[src/rtl/pimsynth_serial_pkg.sv]
// Shared definitions for bit-serial arithmetic blocks: FSM state encoding
// and its width, so later serial units decode states the same way.
package pimsynth_serial_pkg;

   localparam int STATE_W = 2;

   typedef enum logic [STATE_W-1:0] {
      ST_IDLE = 2'd0,
      ST_RUN  = 2'd1,
      ST_DONE = 2'd2
   } serial_state_t;

endpackage

[src/rtl/adder_1bit.sv]
// One-bit full adder cell. IMPL_TYPE picks a behavioural sum or an
// explicit gate-level form; both are functionally identical.
module adder_1bit #(
   parameter int IMPL_TYPE = 0
) (
   input  logic a,
   input  logic b,
   input  logic cin,
   output logic sum,
   output logic cout
);

   generate
      if (IMPL_TYPE == 0) begin : g_beh
         // behavioural: let synthesis pick the adder structure
         assign {cout, sum} = {1'b0, a} + {1'b0, b} + {1'b0, cin};
      end else begin : g_gate
         // gate-level: xor sum, majority carry
         assign sum  = a ^ b ^ cin;
         assign cout = (a & b) | (a & cin) | (b & cin);
      end
   endgenerate

endmodule

[src/rtl/sub_int16_serial.sv]
// Bit-serial subtractor: Diff = A - B computed LSB first as A + ~B + 1,
// one bit per clock through a single full-adder cell. Handshaked in/out.
module sub_int16_serial
   import pimsynth_serial_pkg::*;
#(
   parameter int WIDTH     = 16,
   parameter int IMPL_TYPE = 0
) (
   input  logic             clk,
   input  logic             rst,
   input  logic             in_valid,
   output logic             in_ready,
   input  logic [WIDTH-1:0] A,
   input  logic [WIDTH-1:0] B,
   output logic             out_valid,
   input  logic             out_ready,
   output logic [WIDTH-1:0] Diff,
   output logic             Borrow,
   output logic             Overflow
);

   localparam int CNT_W = (WIDTH > 1) ? $clog2(WIDTH) : 1;

   serial_state_t    state, state_nx;
   logic [WIDTH-1:0] a_q, b_q;
   logic [CNT_W-1:0] cnt;
   logic             carry;
   logic             d, cout;
   logic             last;
   logic             accept;
   logic             c_msb;

   assign last  = (cnt == CNT_W'(WIDTH - 1));
   // carry entering the MSB cell; xor with its carry-out gives signed overflow
   assign c_msb = carry;

   adder_1bit #(.IMPL_TYPE(IMPL_TYPE)) u_cell (
      .a    (a_q[cnt]),
      .b    (~b_q[cnt]),
      .cin  (carry),
      .sum  (d),
      .cout (cout)
   );

   // state register
   always_ff @(posedge clk or posedge rst) begin
      if (rst) state <= ST_IDLE;
      else     state <= state_nx;
   end

   // next-state and handshake outputs
   always_comb begin
      state_nx  = state;
      in_ready  = 1'b0;
      out_valid = 1'b0;
      accept    = 1'b0;
      case (state)
         ST_IDLE: begin
            in_ready = 1'b1;
            if (in_valid) begin
               accept   = 1'b1;
               state_nx = ST_RUN;
            end
         end
         ST_RUN: begin
            if (last) state_nx = ST_DONE;
         end
         ST_DONE: begin
            out_valid = 1'b1;
            if (out_ready) state_nx = ST_IDLE;
         end
         default: state_nx = ST_IDLE;
      endcase
   end

   // operand capture and one bit of subtraction per RUN cycle; results
   // hold until the next RUN overwrites them
   always_ff @(posedge clk or posedge rst) begin
      if (rst) begin
         a_q      <= '0;
         b_q      <= '0;
         cnt      <= '0;
         carry    <= 1'b1;
         Diff     <= '0;
         Borrow   <= 1'b0;
         Overflow <= 1'b0;
      end else if (accept) begin
         a_q   <= A;
         b_q   <= B;
         cnt   <= '0;
         carry <= 1'b1;
      end else if (state == ST_RUN) begin
         Diff[cnt] <= d;
         carry     <= cout;
         if (last) begin
            Borrow   <= ~cout;
            Overflow <= c_msb ^ cout;
         end else begin
            cnt <= cnt + CNT_W'(1);
         end
      end
   end

endmodule

[config.mk]
export PLATFORM = sky130hd
export DESIGN_NAME = sub_int16_serial
export DESIGN_NICKNAME = d
export VERILOG_FILES = /design/src/rtl/pimsynth_serial_pkg.sv /design/src/rtl/adder_1bit.sv /design/src/rtl/sub_int16_serial.sv
export SDC_FILE = /design/constraint.sdc
export NUM_CORES = 1
export LEC_CHECK = 0
export CAP_MARGIN = 30
export CELL_PAD_IN_SITES_DETAIL_PLACEMENT = 0
export CELL_PAD_IN_SITES_GLOBAL_PLACEMENT = 1
export CORE_MARGIN = 4
export CORE_UTILIZATION = 38
export CTS_BUF_LIST = sky130_fd_sc_hd__clkbuf_16
export CTS_CLUSTER_SIZE = 30
export DETAILED_ROUTE_END_ITERATION = 7
export GPL_ROUTABILITY_DRIVEN = 0
export PLACE_DENSITY_LB_ADDON = 0.1
export SYNTH_ARGS = -nofsm -noshare
export SYNTH_HDL_FRONTEND = slang
export SYNTH_SLANG_ARGS = --single-unit
[constraint.sdc]
create_clock -name clk -period 2.6 [get_ports clk]
set_clock_uncertainty 0.05 [all_clocks]
set_input_delay 0.52 -clock clk [delete_from_list [all_inputs] [get_ports clk]]
set_output_delay 0.52 -clock clk [all_outputs]
set_load 0.1 [all_outputs]
==> impl_results.md <==
- Fill cell count: 650
- Syn_area_per_cell: between 10 and 15 µm²
- Biggest cell delay along the critical path: 570 ps
- Cell Chain, Critical Path: mux4_1 > a22oi_1 > and3_1 > fa_1 > buf_4 > mux2_1
- Final HPWL from detailed placement: ~3900 µm
- Slew Viols, Final: 0
- Die Y: about 94 µm
- Clock latency on the worst-skew pair: 320 ps
- Final nets: 301
- Crit path DAT: around 2600 ps
- Longest Clk Path Bufs: 2
- CORE AREA: around 0.0072 mm²
- Slowest CP cell: mux4_1
- Routed WL per cell: around 15 µm
- First-pass iteration count of the detailed router: 4
- Starting Density: about two fifths
- Congestion Overflow GR: 0
- Asr flop ratio synth: between 90% and 100%
- Antenna viol nets, final: 0
- GRT Util Overall: between 10% and 20%
- Port Buffers: 55
- DRT iter0 DRCs: 60
- Max-cap check violation count: 0
- Worst setup SP type: flip-flop
- Vias: roughly 1700
- TritonCTS clock tree: yes
- Final min period: around 2500 ps
- Synth top cells by count: dfrtp_1 (56), mux2_4 (25), mux2_2 (19)
- CP Capture Type: flip-flop
- Most frequent cell after synthesis: dfrtp_1
- Sequential cell area: 0.001429 mm²
- TritonCTS Buffers: 9
- Syn Inst Count: just under 200
- Worst EP required: 2740 ps
- TritonCTS Sinks: between 50 and 60
- Top cell type's share of synthesized area: between 40% and 50%
- Hold crit path type: flip-flop to flip-flop
- Final count of negative-setup-slack endpoints: 0
- CP Class: flip-flop to flip-flop
- Primary FF master, synth: dfrtp_1
- Register area share after synthesis: ~50%
- Clk slew on worst S/H paths: 50 ps
- Outcome: finished, final reports clean
- FMAX: about 0.40 GHz
- Number of distinct library cells after synthesis: 40
- FF-to-FF path depth: 6
- Syn nets: roughly 240
- Yosys warning count: 0
- Rows: 31
- Seq cells post-synth: 57
- Leading area contributor after synthesis: dfrtp_1
- Routed WL: 5434 µm
- Synth area leaders: dfrtp_1 (50%), mux2_4 (13%), mux2_2 (7.6%)
- Max transition margin: between 70% and 80%
- Initial antenna violation count: 0
- CP max FO: 16
- N_diodes: 0
- Hold_ws: roughly 440 ps
- Hold Vio Cnt, Final: 0
- IO Pins: 56
- First-pass GRT wire length: between 9000 and 10000 µm
- Detailed-route DRC error count: 0
- Vias per cell: between 4 and 5
- Worst Hold Depth: 1
- Clk root buf: clkbuf_16
- Fraction of layout cells with a size suffix above 1: 35.85%
- Synth Cell Area: ~0.0028 mm²
- # hold bufs at CTS: 0
- Largest net degree at the start of global routing: between 50 and 60
- Period Utilization, post-route: between 90% and 100%
- Die area: about 0.0089 mm²
- Slew @ Worst Pin: 410.8 ps
- Post-synth EDFFs: 0
- Area grow syn2layout: 30.88%
- Die W: roughly 94 µm
- Number of global-route vias before repair: 1849
- Max H-tree Level: 3
- RSZ-0062 raised after global routing: no
- Multi-input logic area: ~0.0013 mm²
[kinds of logic after synthesis]
| family | after synthesis | synth area share [%] |
|---|---|---|
| fa+ha+maj | 5 | 2.485 |
| xor+xnor | 1 | 0.3106 |
| mux | 56 | 29.41 |
| compound gates | 16 | 3.460 |
| flops | 57 | 50.62 |
| simple gates | 46 | 9.228 |
| buf+inv | 15 | 4.481 |
[cell usage in the layout (no fill, tap or decap), types with 2 or more instances in the layout]
cell type	n
clkbuf_16	9
mux2_1	4
nand2_1	3
nor2_1	15
mux2_2	19
mux4_2	4
clkdlybuf4s50_1	35
nand3b_1	5
inv_1	7
dfrtp_1	55
nor2b_1	2
a22oi_1	2
ha_1	4
mux4_1	4
buf_12	3
a21oi_1	3
o21ai_0	7
buf_4	26
clkinv_1	3
nand3_1	8
nand2b_1	2
mux2_4	25
[sequential cells by signal, summed over array words and instances, names as in the netlist]
| name | flops |
|---|---|
| Diff | 16 |
| a_q | 16 |
| b_q | 16 |
| cnt | 4 |
| state | 2 |
| Borrow | 1 |
| Overflow | 1 |
| c_msb | 1 |
[metal layers]
metal,wire length [µm],share of wire [%],track usage (%)
met5,0,0,0
met3,239,4.4,4.487
met2,2593,48,21.22
met4,55,1.0,5.054
met1,2545,47,16.97
[cell type report]
cell class	instances	share of cell area, %
flip-flops and latches	57	38.71
multi-input cells	124	34.30
repair buffers	64	16.41
clock buffers	9	6.102
well taps	99	3.356
clock inverters	7	0.7119
inverters	4	0.4068
[critical path, delay by kind of cell, from the launching register on]
| kind | cells | cell delay, ps |
|---|---|---|
| AO/OA/AOI/OAI | 1 | 210 |
| adder cells (fa/ha/maj) | 1 | 410 |
| buffers and inverters | 1 | 200 |
| flip-flops | 1 | 450 |
| multiplexers | 2 | 860 |
| AND/OR/NAND/NOR | 1 | 200 |
[through the flow]
step           worst slack, ps  setup TNS, ps  std cells  util (%)  area [µm²]
6_report                 102.7              0        364     51.16        3691
5_1_grt                  11.89              0        364     51.16        3691
4_1_cts                  49.86              0        363     50.88        3671
3_5_place_dp            -61.69         -745.9        347     47.38        3418
3_3_place_gp            -34.48         -304.9        347     47.38        3418
2_1_floorplan            75.04              0        196         -        2820
[path summary, 6_finish.rpt]
| check | to | startpoint | slack [ps] |
|---|---|---|---|
| max reg2reg | Diff[1]$_DFFE_PP0P_ | cnt[0]$_DFFE_PP0P_ | 100 |
| max | Diff[1]$_DFFE_PP0P_ | cnt[0]$_DFFE_PP0P_ | 100 |
| min in group asynchronous | state[1]$_DFFE_PP0P_ | rst | 520 |
| max in group asynchronous | cnt[0]$_DFFE_PP0P_ | rst | 1690 |
| min | Diff[2]$_DFFE_PP0P_ | Diff[2]$_DFFE_PP0P_ | 440 |
| min reg2reg | Diff[2]$_DFFE_PP0P_ | Diff[2]$_DFFE_PP0P_ | 440 |
[timing repair]
item | in CTS | in global routing
setup buffers | 0 | 1
setup endpoints to repair | 16 | 16
resized for setup | 1 | 0
Power of run 1 is left out: the tool's default activity adds up to more than one toggle a clock period on the data nets, which glitch-free logic cannot reach.
